## src/rtl/ws2812_pkg.sv

```systemverilog
// ws2812_pkg: timing defaults, FSM and error encodings
// shared by the WS2812 receive and transmit sides.
package ws2812_pkg;

    localparam int DEF_T_MIN_HIGH = 15;
    localparam int DEF_T_THRESH   = 60;
    localparam int DEF_T_MAX_HIGH = 110;
    localparam int DEF_T_RESET    = 5000;
    localparam int WORD_BITS      = 24;

    typedef enum logic [1:0] {
        ST_ARM  = 2'd0,
        ST_IDLE = 2'd1,
        ST_HIGH = 2'd2,
        ST_LOW  = 2'd3
    } rx_state_e;

    typedef enum logic [1:0] {
        ERR_NONE  = 2'd0,
        ERR_SHORT = 2'd1,
        ERR_LONG  = 2'd2,
        ERR_OVF   = 2'd3
    } err_code_e;

endpackage

```

## src/rtl/ws2812_rx_if.sv

```systemverilog
// ws2812_rx_if: decoded-word write port and frame/error status
// from the WS2812 receiver to its consumer.
interface ws2812_rx_if #(
    parameter int ADDR_BIT = 5
) ();

    logic                wr_en;
    logic [ADDR_BIT-1:0] wr_address;
    logic [23:0]         wr_data;
    logic                frame_done;
    logic [ADDR_BIT-1:0] frame_words;
    logic                RST;
    logic                err;
    logic [1:0]          err_code;

    modport master (
        output wr_en, wr_address, wr_data,
        output frame_done, frame_words,
        output RST, err, err_code
    );

    modport slave (
        input wr_en, wr_address, wr_data,
        input frame_done, frame_words,
        input RST, err, err_code
    );

endinterface

```

## src/rtl/ws2812_pulse_meas.sv

```systemverilog
// ws2812_pulse_meas: 2-flop DIN synchroniser, edge detect and
// saturating high/low duration counters on the synchronised line.
module ws2812_pulse_meas #(
    parameter int HI_W   = 7,
    parameter int LO_W   = 13,
    parameter int HI_SAT = 111,
    parameter int LO_SAT = 5000
) (
    input  logic            clk,
    input  logic            reset,
    input  logic            din,
    output logic            rise,
    output logic            fall,
    output logic [HI_W-1:0] hi_cnt,
    output logic [LO_W-1:0] lo_cnt
);

    localparam logic [HI_W-1:0] HI_TOP = HI_W'(HI_SAT);
    localparam logic [LO_W-1:0] LO_TOP = LO_W'(LO_SAT);

    logic s1;
    logic din_s;
    logic din_d;

    always_ff @(posedge clk) begin
        if (reset) begin
            s1     <= 1'b0;
            din_s  <= 1'b0;
            din_d  <= 1'b0;
            hi_cnt <= '0;
            lo_cnt <= '0;
        end else begin
            s1    <= din;
            din_s <= s1;
            din_d <= din_s;
            // each counter holds its final value for the edge cycle
            if (din_s) begin
                lo_cnt <= '0;
                if (hi_cnt != HI_TOP)
                    hi_cnt <= hi_cnt + 1'b1;
            end else begin
                hi_cnt <= '0;
                if (lo_cnt != LO_TOP)
                    lo_cnt <= lo_cnt + 1'b1;
            end
        end
    end

    assign rise = din_s & ~din_d;
    assign fall = ~din_s & din_d;

endmodule

```

## src/rtl/ws2812_rx.sv

```systemverilog
// ws2812_rx: WS2812 NRZ line decoder; classifies pulses, assembles
// 24-bit words MSB-first and reports frame end and protocol errors.
module ws2812_rx
    import ws2812_pkg::*;
#(
    parameter int LED_NUM    = 16,
    parameter int ADDR_BIT   = $clog2(LED_NUM) + 1,
    parameter int T_MIN_HIGH = DEF_T_MIN_HIGH,
    parameter int T_THRESH   = DEF_T_THRESH,
    parameter int T_MAX_HIGH = DEF_T_MAX_HIGH,
    parameter int T_RESET    = DEF_T_RESET
) (
    input  logic        clk100,
    input  logic        reset,
    input  logic        DIN,
    ws2812_rx_if.master bus
);

    localparam int HI_W = $clog2(T_MAX_HIGH + 2);
    localparam int LO_W = $clog2(T_RESET + 1);

    localparam logic [HI_W-1:0] HI_MIN = HI_W'(T_MIN_HIGH);
    localparam logic [HI_W-1:0] HI_THR = HI_W'(T_THRESH);
    localparam logic [HI_W-1:0] HI_MAX = HI_W'(T_MAX_HIGH);
    localparam logic [LO_W-1:0] LO_TOP = LO_W'(T_RESET);
    localparam logic [ADDR_BIT-1:0] FULL = ADDR_BIT'(LED_NUM);
    localparam logic [4:0] LAST_BIT = 5'(WORD_BITS - 1);

    logic            rise;
    logic            fall;
    logic [HI_W-1:0] hi_cnt;
    logic [LO_W-1:0] lo_cnt;

    rx_state_e state;
    rx_state_e nxt;

    logic        ev_bit;
    logic        ev_short;
    logic        ev_long;
    logic        ev_end;
    logic        bit_val;
    logic [22:0] shreg;
    logic [4:0]  bit_cnt;
    logic        ovf;

    ws2812_pulse_meas #(
        .HI_W   (HI_W),
        .LO_W   (LO_W),
        .HI_SAT (T_MAX_HIGH + 1),
        .LO_SAT (T_RESET)
    ) u_meas (
        .clk    (clk100),
        .reset  (reset),
        .din    (DIN),
        .rise   (rise),
        .fall   (fall),
        .hi_cnt (hi_cnt),
        .lo_cnt (lo_cnt)
    );

    always_ff @(posedge clk100) begin
        if (reset)
            state <= ST_ARM;
        else
            state <= nxt;
    end

    always_comb begin
        nxt = state;
        unique case (state)
            ST_ARM:
                if (lo_cnt == LO_TOP)
                    nxt = rise ? ST_HIGH : ST_IDLE;
            ST_IDLE:
                if (rise)
                    nxt = ST_HIGH;
            ST_HIGH:
                if (fall)
                    nxt = (ev_short || ev_long) ? ST_ARM : ST_LOW;
            ST_LOW:
                if (rise)
                    nxt = ST_HIGH;
                else if (ev_end)
                    nxt = ST_IDLE;
            default:
                nxt = ST_ARM;
        endcase
    end

    always_comb begin
        ev_bit   = 1'b0;
        ev_short = 1'b0;
        ev_long  = 1'b0;
        ev_end   = 1'b0;
        bit_val  = (hi_cnt >= HI_THR);
        unique case (state)
            ST_HIGH:
                if (fall) begin
                    ev_short = (hi_cnt < HI_MIN);
                    ev_long  = (hi_cnt > HI_MAX);
                    ev_bit   = !ev_short && !ev_long;
                end
            ST_LOW:
                ev_end = (lo_cnt == LO_TOP);
            default: ;
        endcase
    end

    always_ff @(posedge clk100) begin
        if (reset) begin
            shreg           <= '0;
            bit_cnt         <= '0;
            ovf             <= 1'b0;
            bus.wr_en       <= 1'b0;
            bus.wr_address  <= '0;
            bus.wr_data     <= '0;
            bus.frame_done  <= 1'b0;
            bus.frame_words <= '0;
            bus.RST         <= 1'b0;
            bus.err         <= 1'b0;
            bus.err_code    <= ERR_NONE;
        end else begin
            bus.wr_en      <= 1'b0;
            bus.frame_done <= 1'b0;
            bus.err        <= 1'b0;
            if (bus.wr_en)
                bus.wr_address <= bus.wr_address + 1'b1;
            if (rise)
                bus.RST <= 1'b0;
            else if (lo_cnt == LO_TOP)
                bus.RST <= 1'b1;
            // once the word store is full, data bits are dropped
            if (ev_bit && !ovf) begin
                shreg <= {shreg[21:0], bit_val};
                if (bit_cnt == LAST_BIT) begin
                    bit_cnt <= '0;
                    if (bus.wr_address == FULL) begin
                        ovf          <= 1'b1;
                        bus.err      <= 1'b1;
                        bus.err_code <= ERR_OVF;
                    end else begin
                        bus.wr_en   <= 1'b1;
                        bus.wr_data <= {shreg, bit_val};
                    end
                end else begin
                    bit_cnt <= bit_cnt + 1'b1;
                end
            end
            if (ev_short || ev_long) begin
                bus.err        <= 1'b1;
                bus.err_code   <= ev_short ? ERR_SHORT : ERR_LONG;
                bus.wr_address <= '0;
                bit_cnt        <= '0;
                ovf            <= 1'b0;
            end
            if (ev_end) begin
                bus.frame_done  <= 1'b1;
                bus.frame_words <= bus.wr_address;
                bus.wr_address  <= '0;
                bit_cnt         <= '0;
                ovf             <= 1'b0;
            end
        end
    end

endmodule
```

## src/flat_wrapper.sv

```systemverilog
// flat-port wrapper written by rule: the top's interface ports become plain ports
module ws2812_rx_flat import ws2812_pkg::*;
#(
    parameter int LED_NUM    = 16,
    parameter int ADDR_BIT   = $clog2(LED_NUM) + 1,
    parameter int T_MIN_HIGH = DEF_T_MIN_HIGH,
    parameter int T_THRESH   = DEF_T_THRESH,
    parameter int T_MAX_HIGH = DEF_T_MAX_HIGH,
    parameter int T_RESET    = DEF_T_RESET
)
  (clk100, reset, DIN, bus_wr_en, bus_wr_address, bus_wr_data, bus_frame_done, bus_frame_words, bus_RST, bus_err, bus_err_code);
  ws2812_rx_if #(.ADDR_BIT(ADDR_BIT)) bus_i ();
  input  logic clk100;
  input  logic reset;
  input  logic DIN;
  output wire logic [$bits(bus_i.wr_en)-1:0] bus_wr_en;
  output wire logic [$bits(bus_i.wr_address)-1:0] bus_wr_address;
  output wire logic [$bits(bus_i.wr_data)-1:0] bus_wr_data;
  output wire logic [$bits(bus_i.frame_done)-1:0] bus_frame_done;
  output wire logic [$bits(bus_i.frame_words)-1:0] bus_frame_words;
  output wire logic [$bits(bus_i.RST)-1:0] bus_RST;
  output wire logic [$bits(bus_i.err)-1:0] bus_err;
  output wire logic [$bits(bus_i.err_code)-1:0] bus_err_code;
  assign bus_wr_en = bus_i.wr_en;
  assign bus_wr_address = bus_i.wr_address;
  assign bus_wr_data = bus_i.wr_data;
  assign bus_frame_done = bus_i.frame_done;
  assign bus_frame_words = bus_i.frame_words;
  assign bus_RST = bus_i.RST;
  assign bus_err = bus_i.err;
  assign bus_err_code = bus_i.err_code;
  ws2812_rx #(.LED_NUM(LED_NUM), .ADDR_BIT(ADDR_BIT), .T_MIN_HIGH(T_MIN_HIGH), .T_THRESH(T_THRESH), .T_MAX_HIGH(T_MAX_HIGH), .T_RESET(T_RESET)) u_core (.clk100(clk100), .reset(reset), .DIN(DIN), .bus(bus_i));
endmodule
```

## config.mk

```make
export PLATFORM = sky130hd
export DESIGN_NAME = ws2812_rx_flat
export DESIGN_NICKNAME = d
export VERILOG_FILES = /design/src/rtl/ws2812_pkg.sv /design/src/rtl/ws2812_rx_if.sv /design/src/rtl/ws2812_pulse_meas.sv /design/src/rtl/ws2812_rx.sv /design/src/flat_wrapper.sv
export SDC_FILE = /design/constraint.sdc
export NUM_CORES = 1
export LEC_CHECK = 0
export ABC_AREA = 1
export BUFFER_PORTS_ARGS = -buffer_cell sky130_fd_sc_hd__buf_2
export CELL_PAD_IN_SITES_DETAIL_PLACEMENT = 1
export CELL_PAD_IN_SITES_GLOBAL_PLACEMENT = 1
export CORE_ASPECT_RATIO = 1.25
export CORE_MARGIN = 2
export CORE_UTILIZATION = 40
export CTS_BUF_LIST = sky130_fd_sc_hd__clkbuf_16
export DETAILED_ROUTE_END_ITERATION = 10
export GPL_ROUTABILITY_DRIVEN = 0
export PLACE_DENSITY = 0.81
export REMOVE_ABC_BUFFERS = 1
export SKIP_CTS_REPAIR_TIMING = 1
export SYNTH_ARGS = -nofsm -noshare
export SYNTH_HDL_FRONTEND = slang
export SYNTH_SLANG_ARGS = --single-unit
```

## constraint.sdc

```tcl
create_clock -name clk100 -period 2.4 [get_ports clk100]
set_input_delay 0.36 -clock clk100 [delete_from_list [all_inputs] [get_ports clk100]]
set_output_delay 0.36 -clock clk100 [all_outputs]
set_load 0.01 [all_outputs]
```

* Word level (Yosys, flattened, before mapping) *
Index checks and enable logic that the tools add are counted.

cells by class
  add/sub/neg operators = 4
  multiply operators = 0
  div/mod/pow operators = 0
  $lt $le $gt $ge = 3
  equal/unequal tests = 12
  shift operators = 0
  multiplexer cells = 27
  bitwise gates (word level) = 7
  reductions and logical operators = 19

operators by type and width
  kind                   count
  $mux 2                 12
  $add 13x1->13 const B  1
  $eq 13x13->1 const B   1
  $mux 1                 13
  $ne 13x13->1 const B   1
  $add 5x1->5 const B    2
  $eq 5x5->1 const B     2
  $reduce_and 3->1       3
  $pmux 2 s4             1
  $add 7x1->7 const B    1
  $ge 7x6->1 const B     1
  $gt 7x7->1 const B     1
  $lt 7x4->1 const B     1
  $ne 7x7->1 const B     1
  $ne 2x1->1 const B     3
  $reduce_bool 2->1      3
  $reduce_or 2->1        3
  $reduce_or 3->1        2
  $mux 5                 1
  $not 1->1              5
  $eq 2x2->1 const B     2
  $reduce_and 4->1       1
  $logic_not 1->1        3
  $ne 3x1->1 const B     1
  other kinds (5)        7

storage, ports and cells
  register bits after elaboration = 94
  latch bits = 0
  RAM bits = 0
  memory bits (read-only) = 0
  input bits = 3
  output and inout bits = 40
  word-level logic and storage cells = 89
  memories kept = 0

* Logic depth before layout (Yosys ltp) *
  depth after elaboration = 8
  depth in mapped cells = 12

* Modules after synthesis *
From an unflattened synthesis, not the netlist that was laid out.

second synthesis, totals
  cells, all modules = 580
  area total of the unflattened synthesis = 4125.2 um^2

by module, submodules not included
  module             instances  cells an instance  area each (um^2)  sequential area each (um^2)
  ws2812_rx          1          417                2987.9            1421.4
  ws2812_pulse_meas  1          163                1137.3            460.4

* Least setup slack after synthesis *
No wires, ideal clock.

  kind = register to register
  from = register u_core.state[0]
  to = register u_core.bus.wr_data[4]
  library setup time = 0.134 ns
  data arrival time = 1.431 ns
  required time = 2.266 ns
  slack = 0.835 ns
  stages on the path, launching flop included = 13
  clock period less this slack = 1.565 ns
  cells stage by stage = dfxtp_1 -> inv_1 -> ha_1 -> inv_2 -> nor2_4 -> nand2_2 -> nor2_4 -> nand2_4 -> inv_8 -> nand2_8 -> buf_6 -> nand2_1 -> a21oi_1

between the ends
  cells in the longest elaborated chain, start to end = 4

RTL lines
  what                               RTL line            source
  start, declared                    ws2812_rx.sv:34     rx_state_e state;
  start signal, assigned             ws2812_rx.sv:65     state <= nxt;
  $eq 2x2->1                         ws2812_rx.sv:96     unique case (state)
  $mux 1                             ws2812_rx.sv:96
  $logic_and 1x1->1                  ws2812_rx.sv:133    if (ev_bit && !ovf) begin
  $reduce_and 3->1 (no source line)  --
  end signal, assigned               ws2812_rx.sv:143    bus.wr_data <= {shreg, bit_val};
  end, declared                      ws2812_rx_if.sv:17  output wr_en, wr_address, wr_data,

Every way passes these cells.
A chain may end at the register's enable or synchronous reset.

* Final worst setup path *
  from = register u_core.state[0]
  to = register u_core.bus.wr_data[12]

Same word-level chain as after synthesis.

==> qor.txt <==
maximum buffer depth of the clock tree: 2
synthesized cell area: 3960 um2
met1 wire length: 3.710 mm
via count: 3413
Num Clock Sinks: 94
global-route wire length before repair: 15.36 mm
peak fanout along the critical path: 55
Hold Vio Cnt, Final: 0
worst-case reg-to-reg path depth: 11
startpoint type of the worst setup path: flip-flop
origin of the worst min-delay path: DIN
area occupied by multi-input gates: 1728 um2
number of core rows: 40
via count of the first global-routing pass: 3599
total wire length: 8.975 mm
unrepaired setup endpoints after global routing: no
maximum VDD drop: 315.6 uV
final slew viol count: 0
H-tree level count: 3
final setup violation count: 0
CP Class: reg -> reg
Cells after Synth: 518
Hold Path Class: in -> reg
final period demand of the worst path: 2036 ps
final antenna diode count: 0
Worst EP required: 2630 ps
count of max-cap constraint violations: 0
routed length on met2: 4.917 mm
# port buffers: 42
count of unresolved DRC violations after routing: 0
net switching power figure: 0.7467 mW
number of antenna violations at the first check in global routing: 0
launch instance of the worst register-to-register path: u_core.state[0]
Area Growth Syn to Fin: 14.41%
r2r setup slk: 360 ps
setup TNS after final layout: 0 ps
Post-Syn Area per Cell: 7.645 um2
Yosys warnings: 0
grt ovf: 0
power density over cell area: 705.2 nW/um2
clock latency of the later-clocked register in the worst-skew pair: 350 ps
count of different cell masters after synthesis: 33
count of cells along the worst hold path: 3
crit path capture type: flip-flop
fraction of power consumed by the clock network: 45.5%
Boundary Pins: 43
fin nets: 570
maximum clock skew at final layout: 5.709 ps
DIE HEIGHT: 115.2 um
initial drt markers: 75
detailed-routed wire length on met3: 173 um
switching portion of total power: 23.37%
crit path launch: u_core.state[0]
Inserted Clock Buffers: 9
vias per std cell: 4.968
number of nets with antenna violations after detailed routing: 0
number of fill cells in the layout: 1226
Placeable Area: 9609 um2
root cell of the clock tree: sky130_fd_sc_hd__clkbuf_16
Internal: 2.448 mW
Least-Margin Pin Slew: 596.8 ps
wire per inst: 13.06 um
layout cells sized above 1: 14.44%
largest net degree at the start of global routing: 56
commonest non-fill, non-tap cell in the layout: sky130_fd_sc_hd__dfxtp_1
worst-case headroom to the max-slew limit: 60.07%
maximum clock frequency: 491.2 MHz
overall power: 3.195 mW
proportion of synthesized chip area in sequential cells: 47.52%
result of the run: finished, final reports clean
Hold Crit Endpoint: u_core.u_meas.s1
period utilization: 84.82%
Clock transition at path regs: 70 ps
number of detailed-routing iterations run before antenna repair: 4
Data arrival, critical path: 2270 ps
total non-filler cell area in the finished layout: 4531 um2
number of register bits inferred by synthesis: 94
starting density of the core: 41.21%
total cell area at the placement stage: 4225 um2
Die Area: 10720 um2
total global-route track usage: 17.83%
total leakage power: 1.835 nW
sequential group share of total power: 49.7%
highest signal layer in the routed design: met4
register area: 1882 um2
r2r endpoint: u_core.bus.wr_data[12]
proportion of power drawn by combinational gates: 4.7%
most frequent cells in the layout: sky130_fd_sc_hd__dfxtp_1, sky130_fd_sc_hd__nand2_1, sky130_fd_sc_hd__nor2_1
placed wire-length estimate: 6.485 mm
TritonCTS clock tree: yes
die width: 93.00 um
[cell families (layout without fill, tap and decap cells)]
group / after synthesis / in the layout / synth area share (%)
AO/OA/AOI/OAI: 98 / 98 / 12.64
XOR/XNOR: 5 / 5 / 1.106
AND/OR/NAND/NOR: 233 / 233 / 26.41
adder cells (fa/ha/maj): 11 / 11 / 3.475
buffers and inverters: 77 / 120 / 8.846
flip-flops: 94 / 94 / 47.52
[critical path, cell delays in order, from the launching register on]
cell	delay [ps]
sky130_fd_sc_hd__dfxtp_1	340
sky130_fd_sc_hd__inv_1	110
sky130_fd_sc_hd__ha_1	210
sky130_fd_sc_hd__inv_2	60
sky130_fd_sc_hd__nor2_4	130
sky130_fd_sc_hd__nand2_2	80
sky130_fd_sc_hd__nor2_4	130
sky130_fd_sc_hd__nand2_4	190
sky130_fd_sc_hd__inv_8	300
sky130_fd_sc_hd__nand2_8	180
sky130_fd_sc_hd__nand2_1	110
sky130_fd_sc_hd__a21oi_1	70
[power groups by stage]
stage | Combinational [mW] | Sequential [mW] | Clock, mW
5_1_grt | 0.178 | 1.59 | 1.56
4_1_cts | 0.155 | 1.59 | 1.50
2_1_floorplan | 0.105 | 1.62 | 0
6_report | 0.152 | 1.59 | 1.45
3_5_place_dp | 0.153 | 1.62 | 0
3_3_place_gp | 0.143 | 1.62 | 0
[how the worst max path moves through the flow]
stage / end / slack (ps) / cells past startpoint
after detailed placement: u_core.bus.wr_data[12] / 350 / 11
final: u_core.bus.wr_data[12] / 360 / 11
after CTS: u_core.bus.wr_data[12] / 330 / 11
after floorplan: u_core.bus.wr_data[10] / 720 / 11
after global placement: u_core.bus.wr_data[10] / 460 / 11
after global routing: u_core.bus.wr_data[12] / 170 / 11
[cell usage after synthesis]
| library cell | count | area (um2) |
|---|---|---|
| sky130_fd_sc_hd__dfxtp_1 | 94 | 1882 |
| sky130_fd_sc_hd__nand2_1 | 85 | 319.1 |
| sky130_fd_sc_hd__nor2_1 | 80 | 300.3 |
| sky130_fd_sc_hd__inv_1 | 53 | 198.9 |
| sky130_fd_sc_hd__a21oi_1 | 49 | 245.2 |
| sky130_fd_sc_hd__o21ai_0 | 44 | 220.2 |
| sky130_fd_sc_hd__nand3_1 | 41 | 205.2 |
| sky130_fd_sc_hd__ha_1 | 11 | 137.6 |
| sky130_fd_sc_hd__clkbuf_1 | 6 | 22.52 |
| sky130_fd_sc_hd__nor3_1 | 6 | 30.03 |
| sky130_fd_sc_hd__inv_2 | 5 | 18.77 |
| sky130_fd_sc_hd__nand4_1 | 5 | 31.28 |
| sky130_fd_sc_hd__xor2_1 | 5 | 43.79 |
| sky130_fd_sc_hd__buf_6 | 4 | 45.04 |
| sky130_fd_sc_hd__a211oi_1 | 3 | 22.52 |
| sky130_fd_sc_hd__nand2_2 | 3 | 18.77 |
| sky130_fd_sc_hd__nor2_4 | 3 | 33.78 |
| sky130_fd_sc_hd__buf_2 | 2 | 10.01 |
| sky130_fd_sc_hd__buf_4 | 2 | 15.01 |
| sky130_fd_sc_hd__clkbuf_2 | 2 | 10.01 |
| sky130_fd_sc_hd__nand3_2 | 2 | 20.02 |
| sky130_fd_sc_hd__nor2_2 | 2 | 12.51 |
| sky130_fd_sc_hd__buf_8 | 1 | 15.01 |
| sky130_fd_sc_hd__clkinv_1 | 1 | 3.750 |
| sky130_fd_sc_hd__inv_8 | 1 | 11.26 |
| sky130_fd_sc_hd__nand2_4 | 1 | 11.26 |
| sky130_fd_sc_hd__nand2_8 | 1 | 20.02 |
| sky130_fd_sc_hd__nand3b_1 | 1 | 7.510 |
| sky130_fd_sc_hd__nor2_8 | 1 | 20.02 |
| sky130_fd_sc_hd__nor3_2 | 1 | 10.01 |
| sky130_fd_sc_hd__o21ai_1 | 1 | 5.000 |
| sky130_fd_sc_hd__o21bai_1 | 1 | 7.510 |
| sky130_fd_sc_hd__or2_2 | 1 | 6.260 |
[state kept, by name (all words and copies together) (netlist names)]
name	cells
u_core.ovf	1
u_core.bus.wr_address	5
u_core.u_meas.lo_cnt	13
u_core.u_meas.din_s	1
u_core.bus.wr_en	1
u_core.bus.frame_words	5
u_core.bus.err	1
u_core.bus.frame_done	1
u_core.bus.wr_data	24
u_core.bit_cnt	5
u_core.bus.err_code	2
u_core.shreg	23
u_core.u_meas.din_d	1
u_core.u_meas.s1	1
u_core.state	2
u_core.bus.RST	1
u_core.u_meas.hi_cnt	7
[cell type report]
class | count | area share (%)
clock buffer | 9 | 4.971
clock inverter | 7 | 1.767
inverter | 60 | 5.137
multi-input combinational | 347 | 38.14
sequential | 94 | 41.54
tap | 126 | 3.480
timing repair buffer | 44 | 4.971
[metrics by stage]
step	util [%]	hold WS, ps	setup slack [ps]	std cells
floorplan	-	388.3	715.1	501
global placement	43.97	426.3	459.0	671
detailed placement	43.97	414.7	348.2	671
CTS	47.15	212.1	331.5	687
global route	47.15	234.1	174.2	687
finish	47.15	219.2	364.2	687
[per-layer routing]
| layer | vias to the layer above | track usage [%] |
|---|---|---|
| met4 | 0 | 8.137 |
| met5 | - | 0 |
| met3 | 10 | 3.014 |
| li1 | 1743 | - |
| met2 | 23 | 34.73 |
| met1 | 1637 | 18.39 |
No activity file was read; power rests on OpenSTA's default activity.
